[src/rtl/muldiv_unit_pkg.sv]
// RV32M multiply/divide shared constants.
// funct3 op encodings, FSM states and operand signedness helpers.
package muldiv_unit_pkg;

  localparam logic [2:0] MUL_F3    = 3'd0;
  localparam logic [2:0] MULH_F3   = 3'd1;
  localparam logic [2:0] MULHSU_F3 = 3'd2;
  localparam logic [2:0] MULHU_F3  = 3'd3;
  localparam logic [2:0] DIV_F3    = 3'd4;
  localparam logic [2:0] DIVU_F3   = 3'd5;
  localparam logic [2:0] REM_F3    = 3'd6;
  localparam logic [2:0] REMU_F3   = 3'd7;

  typedef enum logic [1:0] {
    S_IDLE = 2'd0,
    S_RUN  = 2'd1,
    S_FIX  = 2'd2
  } state_t;

  function automatic logic a_signed(input logic [2:0] f);
    return (f == MULH_F3) || (f == MULHSU_F3) ||
           (f == DIV_F3)  || (f == REM_F3);
  endfunction

  function automatic logic b_signed(input logic [2:0] f);
    return (f == MULH_F3) || (f == DIV_F3) ||
           (f == REM_F3);
  endfunction

endpackage

[src/rtl/muldiv_unit_register.sv]
// Plain enabled register with synchronous active-high reset.
// Holds the muldiv result between done pulses.
module muldiv_unit_register #(
  parameter int N = 32
) (
  input  logic         clk,
  input  logic         rst,
  input  logic         ena,
  input  logic [N-1:0] d,
  output logic [N-1:0] q
);

  always_ff @(posedge clk) begin
    if (rst)
      q <= '0;
    else if (ena)
      q <= d;
  end

endmodule

[src/rtl/muldiv_unit.sv]
// Iterative RV32M multiply/divide unit.
// One shift-add or shift-subtract step per clock over operand magnitudes.
module muldiv_unit
  import muldiv_unit_pkg::*;
#(
  parameter int BUS_WIDTH = 32
) (
  input  logic                 clk,
  input  logic                 rst,
  input  logic                 start,
  input  logic [2:0]           funct3,
  input  logic [BUS_WIDTH-1:0] opA,
  input  logic [BUS_WIDTH-1:0] opB,
  output logic                 busy,
  output logic                 done,
  output logic [BUS_WIDTH-1:0] result
);

  localparam int W  = BUS_WIDTH;
  localparam int CW = $clog2(W);

  state_t r_state;
  state_t w_next;

  logic [2*W-1:0] r_acc;
  logic [W-1:0]   r_b;
  logic [CW-1:0]  r_cnt;
  logic [2:0]     r_op;
  logic           r_nega;
  logic           r_negq;
  logic           r_bz;
  logic           r_done;

  logic           w_na;
  logic           w_nb;
  logic [W-1:0]   w_maga;
  logic [W-1:0]   w_magb;
  logic [W:0]     w_addend;
  logic [W:0]     w_sum;
  logic [W:0]     w_trial;
  logic [2*W-1:0] w_mul_nxt;
  logic [2*W-1:0] w_div_nxt;
  logic [2*W-1:0] w_prod;
  logic [W-1:0]   w_qmag;
  logic [W-1:0]   w_rmag;
  logic [W-1:0]   w_quo;
  logic [W-1:0]   w_rem;
  logic [W-1:0]   w_res;
  logic           w_fix;

  assign w_na   = a_signed(funct3) & opA[W-1];
  assign w_nb   = b_signed(funct3) & opB[W-1];
  assign w_maga = w_na ? -opA : opA;
  assign w_magb = w_nb ? -opB : opB;

  // multiply: acc = {partial high, multiplier bits shifting out}
  assign w_addend  = r_acc[0] ? {1'b0, r_b} : '0;
  assign w_sum     = {1'b0, r_acc[2*W-1:W]} + w_addend;
  assign w_mul_nxt = {w_sum, r_acc[W-1:1]};

  // divide: acc = {partial remainder, dividend/quotient bits}
  assign w_trial   = r_acc[2*W-1:W-1] - {1'b0, r_b};
  assign w_div_nxt = w_trial[W]
                   ? {r_acc[2*W-2:0], 1'b0}
                   : {w_trial[W-1:0], r_acc[W-2:0], 1'b1};

  always_ff @(posedge clk) begin
    if (rst)
      r_state <= S_IDLE;
    else
      r_state <= w_next;
  end

  always_comb begin
    w_next = r_state;
    unique case (r_state)
      S_IDLE: if (start) w_next = S_RUN;
      S_RUN:  if (r_cnt == '0) w_next = S_FIX;
      S_FIX:  w_next = S_IDLE;
      default: w_next = S_IDLE;
    endcase
  end

  always_ff @(posedge clk) begin
    if (rst) begin
      r_acc  <= '0;
      r_b    <= '0;
      r_cnt  <= '0;
      r_op   <= '0;
      r_nega <= 1'b0;
      r_negq <= 1'b0;
      r_bz   <= 1'b0;
      r_done <= 1'b0;
    end else begin
      r_done <= (r_state == S_FIX);
      unique case (r_state)
        S_IDLE: begin
          if (start) begin
            r_acc  <= {{W{1'b0}}, w_maga};
            r_b    <= w_magb;
            r_cnt  <= CW'(W - 1);
            r_op   <= funct3;
            r_nega <= w_na;
            r_negq <= w_na ^ w_nb;
            r_bz   <= (opB == '0);
          end
        end
        S_RUN: begin
          r_acc <= r_op[2] ? w_div_nxt : w_mul_nxt;
          r_cnt <= r_cnt - 1'b1;
        end
        default: ;
      endcase
    end
  end

  // a zero divisor leaves remainder = |A|, so the sign fix restores opA
  assign w_prod = r_negq ? -r_acc : r_acc;
  assign w_qmag = r_acc[W-1:0];
  assign w_rmag = r_acc[2*W-1:W];
  assign w_quo  = r_bz ? '1 : (r_negq ? -w_qmag : w_qmag);
  assign w_rem  = r_nega ? -w_rmag : w_rmag;

  always_comb begin
    w_res = w_rem;
    unique case (r_op)
      MUL_F3:    w_res = w_prod[W-1:0];
      MULH_F3:   w_res = w_prod[2*W-1:W];
      MULHSU_F3: w_res = w_prod[2*W-1:W];
      MULHU_F3:  w_res = w_prod[2*W-1:W];
      DIV_F3:    w_res = w_quo;
      DIVU_F3:   w_res = w_quo;
      default:   w_res = w_rem;
    endcase
  end

  assign w_fix = (r_state == S_FIX);

  muldiv_unit_register #(.N(W)) u_res (
    .clk (clk),
    .rst (rst),
    .ena (w_fix),
    .d   (w_res),
    .q   (result)
  );

  assign busy = (r_state != S_IDLE);
  assign done = r_done;

endmodule

[config.mk]
export PLATFORM = sky130hd
export DESIGN_NAME = muldiv_unit
export DESIGN_NICKNAME = d
export VERILOG_FILES = /design/src/rtl/muldiv_unit_pkg.sv /design/src/rtl/muldiv_unit_register.sv /design/src/rtl/muldiv_unit.sv
export SDC_FILE = /design/constraint.sdc
export NUM_CORES = 1
export LEC_CHECK = 0
export ABC_AREA = 1
export BUFFER_PORTS_ARGS = -buffer_cell sky130_fd_sc_hd__buf_2
export CELL_PAD_IN_SITES_DETAIL_PLACEMENT = 1
export CELL_PAD_IN_SITES_GLOBAL_PLACEMENT = 2
export CORE_MARGIN = 2
export CORE_UTILIZATION = 34
export CTS_BUF_LIST = sky130_fd_sc_hd__clkbuf_4 sky130_fd_sc_hd__clkbuf_8
export DETAILED_ROUTE_END_ITERATION = 7
export PLACE_DENSITY_LB_ADDON = 0.1
export SETUP_SLACK_MARGIN = 0.15
export SLEW_MARGIN = 20
export SYNTH_ARGS = -nofsm -noshare
export SYNTH_HDL_FRONTEND = slang
export SYNTH_HIERARCHICAL = 1
export SYNTH_SLANG_ARGS = --single-unit
export TNS_END_PERCENT = 5
[constraint.sdc]
create_clock -name clk -period 7.65 [get_ports clk]
set_input_delay 1.53 -clock clk [delete_from_list [all_inputs] [get_ports clk]]
set_output_delay 1.53 -clock clk [all_outputs]
set_load 0.005 [all_outputs]
Word-level counts from Yosys, hierarchy flattened --
Cells that the tools add are included.
Word-level totals: bits in registers 142, output and inout port bits 34, word-level logic and storage cells 67
Operators by class: add/subtract/negate cells 8, equal/unequal tests 13, mux-type cells 17, bitwise gates (word level) 3, reduce and logical (&&, ||, !) cells 16
Operators with widths (count):
- $mux 64 | 4
- $mux 32 | 6
- $neg 32->32 | 4
- $pmux 64 s2 | 1
- $pmux 32 s3 | 1
- $neg 64->64 | 1
- $add 32x32->33 | 1
- $sub 33x32->33 | 1
- $logic_not 32->1 | 1
- $eq 3x3->1 const B | 4
- $pmux 5 s2 | 1
- $eq 3x2->1 const B | 3
- $eq 3x1->1 const B | 2
- $reduce_and 2->1 | 3
- $logic_not 5->1 | 1
- $logic_or 1x1->1 | 5
- $mux 5 | 1
- $sub 5x1->5 const B | 1
- $mux 2 | 2
- $ne 2x2->1 const B | 2
- $pmux 2 s2 | 1
- $reduce_bool 2->1 | 2
- $logic_not 3->1 | 1
- $reduce_or 3->1 | 1
- other kinds (6) | 7

Depth between registers and ports, before layout --
word-level depth 8, depth in mapped cells 21, gate-level depth less buffers 19

By module --
Netlist, hierarchy kept.
By module, submodules not included:
- muldiv_unit | instances 1, cells each 2801, area each 15054.4 µm², seq. area each 2202.1 µm²
- muldiv_unit_register | instances 1, cells each 203, area each 1338.8 µm², seq. area each 640.6 µm²

Worst setup path before layout --
OpenSTA, ideal clock, no wires.
path type input port to flip-flop, from in opA[1], to reg r_acc[28], library setup time 70 ps, data arrival time 2915 ps, data required time 7580 ps, slack 4665 ps, stages 12, path buffers 0, cell sequence inv_1 ha_1 nand3_1 nor2_1 nand3_1 o21ai_2 nand2_1 nor2_1 o21ai_0 nand2_1 nand3_1 a21oi_1
On the way: cells in the longest elaborated chain, start to end 4
Ends and longest elaborated chain:
- start: declaration | line muldiv_unit.sv:12 | input logic [BUS_WIDTH-1:0] opA,
- $neg 32->32 | line muldiv_unit.sv:53 | assign w_maga = w_na ? -opA : opA;
- $mux 32 | line muldiv_unit.sv:53
- $mux 64 | line muldiv_unit.sv:98 | if (start) begin
- $pmux 64 s2 | line muldiv_unit.sv:96 | unique case (r_state)
- end signal: assignment | line muldiv_unit.sv:99 | r_acc <= {{W{1'b0}}, w_maga};
- end signal: assignment | line muldiv_unit.sv:109 | r_acc <= r_op[2] ? w_div_nxt : w_mul_nxt;
- end: declaration | line muldiv_unit.sv:25 | logic [2*W-1:0] r_acc;
No other way between the ends. The select of a mux whose other input is x is not followed. A chain may end at the register's enable or synchronous reset.

Final worst setup path --
from reg r_acc[50], to reg r_acc[43]
On the way: cells in the longest elaborated chain, start to end 4
Ends and longest elaborated chain:
- $sub 33x32->33 | line muldiv_unit.sv:62 | assign w_trial = r_acc[2*W-1:W-1] - {1'b0, r_b};
- $mux 64 | line muldiv_unit.sv:64 | ? {r_acc[2*W-2:0], 1'b0}
- $mux 64 | line muldiv_unit.sv:109
- $pmux 64 s2 | line muldiv_unit.sv:96
No other way between the ends.

==> results.txt <==
----------------------------------------------------
[Setup path]
  Dominant cell type by count on the critical path ... nand2_1
  Crit Path Max Fanout ... 30
  Kind of start point of the critical path ... flop
  Number of buffer and inverter instances along the worst setup path ... 1
  Beginning of the critical path ... r_acc[50]
  Largest incremental delay on the critical path ... about 0.8 ns
  Endpoint class of the critical path ... flop
  Data arrival at the endpoint of the critical path ... 4.27 ns
  Crit Path Class ... reg -> reg
  Worst path top cell family by delay ... simple AND/OR/NAND/NOR gates
  Worst endpoint required time ... approximately 8 ns
  Cell-by-cell trace of the critical path ... ha_1, nand2_1, inv_1, nand2_1, nand2_1, nand2_1, nand2_1, a21oi_2, nand3_2, nand2_2, nand2_1, o21ai_0, nand2_1, nand3_1, nand2_1
  Reg-to-Reg Start ... r_acc[50]
  Highest-delay cell along the critical path ... nand2_2

[Synth]
  Cell with the most instances after synthesis ... nand2_1
  Post-synth top cells ... nand2_1 (810), inv_1 (448), nor2_1 (348), nand3_1 (283), a21oi_1 (221)
  Syn Inst Count ... between 3000 and 4000
  Post-synthesis sequential element count ... 142
  Top FF cell, synth ... dfxtp_1
  Dominant cell type by area after synthesis ... nand2_1
  Average cell area after synthesis ... around 5.5 um2
  Syn Std Cell Area ... roughly 0.016 mm2
  Sequential element share of the synthesized area ... 0.1734
  Count of distinct cell types in the synthesized netlist ... 53
  Count of yosys warnings during synthesis ... 6
  Synthesized netlist net count ... ~3100
  Number of enable-type register cells in the synthesized netlist ... 0
  Top post-synthesis cells by area ... nand2_1 (19%), dfxtp_1 (17%), inv_1 (10%), nand3_1 (8.6%), nor2_1 (8.0%)
  Fraction of post-synthesis cell area in the top cell type by area ... 0.1855
  Async S/R FF share, synth ... 0

[Timing]
  Worst slew margin relative to its limit ... 0.2311
  Slew at the pin closest to its max-slew limit ... around 1.1 ns
  Clk_skew ... between 0.015 and 0.02 ns
  Total count of hold-check failures in the final report ... 0
  Setup repair after global routing missed its margin ... false
  Worst hold margin ... about 0.47 ns
  Final clock period utilization by the worst path ... 0.4991
  Worst path setup slack after routing ... about 3.8 ns
  Count of endpoints failing setup in the final report ... 0
  Number of max-slew violations in the final report ... 0
  Highest clock rate ... around 260 MHz
  Minimum period implied by the final worst setup slack ... around 3.8 ns
  Setup TNS ... 0 ns

[Power and ir drop]
  P_int ... between 1.5 and 2 mW
  Power per cell area ... 206.4 mW/mm2
  Worst vdd ir ... between 0.1 and 0.15 mV
  Switching Power ... 1.976 mW
  Sequential cell fraction of total power ... 0.269
  Combinational Power Share ... 0.551
  Leakage component of the power ... 8.817 nW
  Switching power share of the total ... 0.5404
  Clock power frac ... 0.180

[Clock tree]
  Post-cts sizing count ... 0
  Number of clock sinks seen by CTS ... around 140
  Root buffer selected by CTS ... clkbuf_8
  Skew-Pair Late Insertion Delay ... about 0.56 ns
  Number of setup buffers added after CTS ... 0
  Number of hold buffers added after cts ... 0
  Number of clock buffers inserted by TritonCTS ... 17
  TritonCTS clock tree ... done
  Deepest level of the CTS H-tree ... 4
  Maximum buffer depth of the clock tree ... 2
  Worst-path clk slew ... around 0.090 ns

[Final layout]
  Fill cell instance count of the final layout ... 6750
  Area growth, synth to finish ... 8.082%
  Share of final-layout standard cells stronger than drive strength 1 ... 0.07291
  Final non-filler cell area ... 0.01772 mm2
  Nets ... ~3200
  Post-Layout Cell Count ... around 3700

[Route]
  Remaining DRCs ... 0
  Iter 0 DRT Violations ... between 1500 and 2000
  Average wire per standard cell ... ~22 um
  Number of nets with antenna violations after detailed routing ... 0
  Pre-antenna DRT Iters ... 5
  Number of vias after detailed routing ... between 15000 and 20000
  Total wire length ... 80.60 mm
  Vias per std cell ... 5.452

[Floorplanning]
  I/O pin count ... around 100
  Area of the core ... roughly 0.048 mm2
  Effective utilization at floorplan ... 0.3441
  Vert. Die Dim ... roughly 220 um
  Area of the die ... between 0.04 and 0.05 mm2
  Die Span X ... roughly 220 um
  Rows ... 80

[GRT]
  Total Routing Usage GR ... 0.3209
  Vias in the first global route ... roughly 20000
  Total grt overflow ... 0
  Number of antenna violations at the first check in global routing ... 1
  Largest net degree at the start of global routing ... just under 80
  Global-route wire length before repair ... 121.6 mm

[Placed design]
  Routability cong. ... a little over 1
  Detail Placement HPWL ... roughly 65 mm
  Post-placement cell count ... approximately 3600
  Port bufs ... between 100 and 150
  Post-DP Area ... about 0.017 mm2
  Pre-CTS setup slack ... ~3.5 ns

[Outcome]
  Status ... complete, no violations

[Min path]
  Min-delay worst type ... reg -> reg
  Hold wc startpoint ... u_res/q[24]

[Flow run]
  Number of maximum-capacitance violations ... 0

----------------------------------------------------
## placed cells by master, fill, tap and decap left out, types with 22 or more instances in the layout
| master | n |
|---|---|
| inv_1 | 447 |
| nand4_1 | 34 |
| dfxtp_1 | 140 |
| nor2_1 | 345 |
| nand3_1 | 283 |
| o21ai_0 | 216 |
| a31oi_1 | 23 |
| xor2_1 | 60 |
| buf_2 | 103 |
| o211ai_1 | 25 |
| buf_4 | 22 |
| a21oi_1 | 221 |
| nor3_1 | 42 |
| nand2_1 | 809 |
| ha_1 | 70 |
## flip-flops by register name (all words and copies together), names as in the netlist
| register | flops |
|---|---|
| r_cnt | 5 |
| r_negq | 1 |
| r_op | 3 |
| r_acc | 64 |
| u_res/q | 32 |
| r_state | 2 |
| r_bz | 1 |
| r_b | 32 |
| done | 1 |
| r_nega | 1 |
## layout make-up
type | count | area [um2] | area share
Clock inverter | 14 | 160.2 | 0.009039
Clock buffer | 18 | 241.5 | 0.01363
Timing Repair Buffer | 125 | 680.7 | 0.03842
Sequential cell | 142 | 2845 | 0.1606
Inverter | 459 | 1723 | 0.09724
Tap cell | 615 | 769.5 | 0.04343
Antenna cell | 2 | 5.005 | 0.0002825
Multi-Input combinational cell | 2287 | 11290 | 0.6374
## kinds of logic (layout without fill, tap and decap cells)
logic type | after synthesis | count (layout) | share of synthesized area
compound gates | 544 | 544 | 0.1803
buf+inv | 575 | 616 | 0.1392
xor+xnor | 77 | 77 | 0.04114
flops | 142 | 142 | 0.1734
simple gates | 1594 | 1594 | 0.4101
other cells | 0 | 2 | 0
fa+ha+maj | 72 | 72 | 0.05587
## metal layers
| layer | vias to the layer above | global-route usage | routed length (um) |
|---|---|---|---|
| met5 | - | 0 | 0 |
| met4 | 0 | 0.09763 | 2348 |
| met3 | 100 | 0.06007 | 5767 |
| met2 | 609 | 0.4811 | 33360 |
| met1 | 9549 | 0.4629 | 39120 |
| li1 | 9707 | - | - |
## worst min-delay path: cells and delay by family, from the launching register on
family	cells	cell delay, ns
DFF	1	0.31
and+or+nand+nor	2	0.13
## worst paths after layout
path	to	slack, ns	cells past startpoint
setup / recovery	r_acc[43]	3.83	15
hold reg to reg	u_res/q[24]	0.47	2
setup reg to reg	r_acc[43]	3.83	15
hold / removal	u_res/q[24]	0.47	2
## per-stage QoR
stage / util / power [mW]
2_1_floorplan: - / 2.237
5_1_grt: 0.3718 / 3.916
3_3_place_gp: 0.3633 / 2.939
4_1_cts: 0.3717 / 3.637
3_5_place_dp: 0.3633 / 2.963
6_report: 0.3719 / 3.657
## power by group through the flow
stage	logic (mW)	registers (mW)	clock network, mW
after global placement	1.95	0.992	0
after floorplan	1.34	0.899	0
after CTS	1.98	0.978	0.681
final	2.01	0.986	0.657
after global routing	2.22	0.991	0.702
after detailed placement	1.97	0.995	0
(Power assumes the default switching activity.)
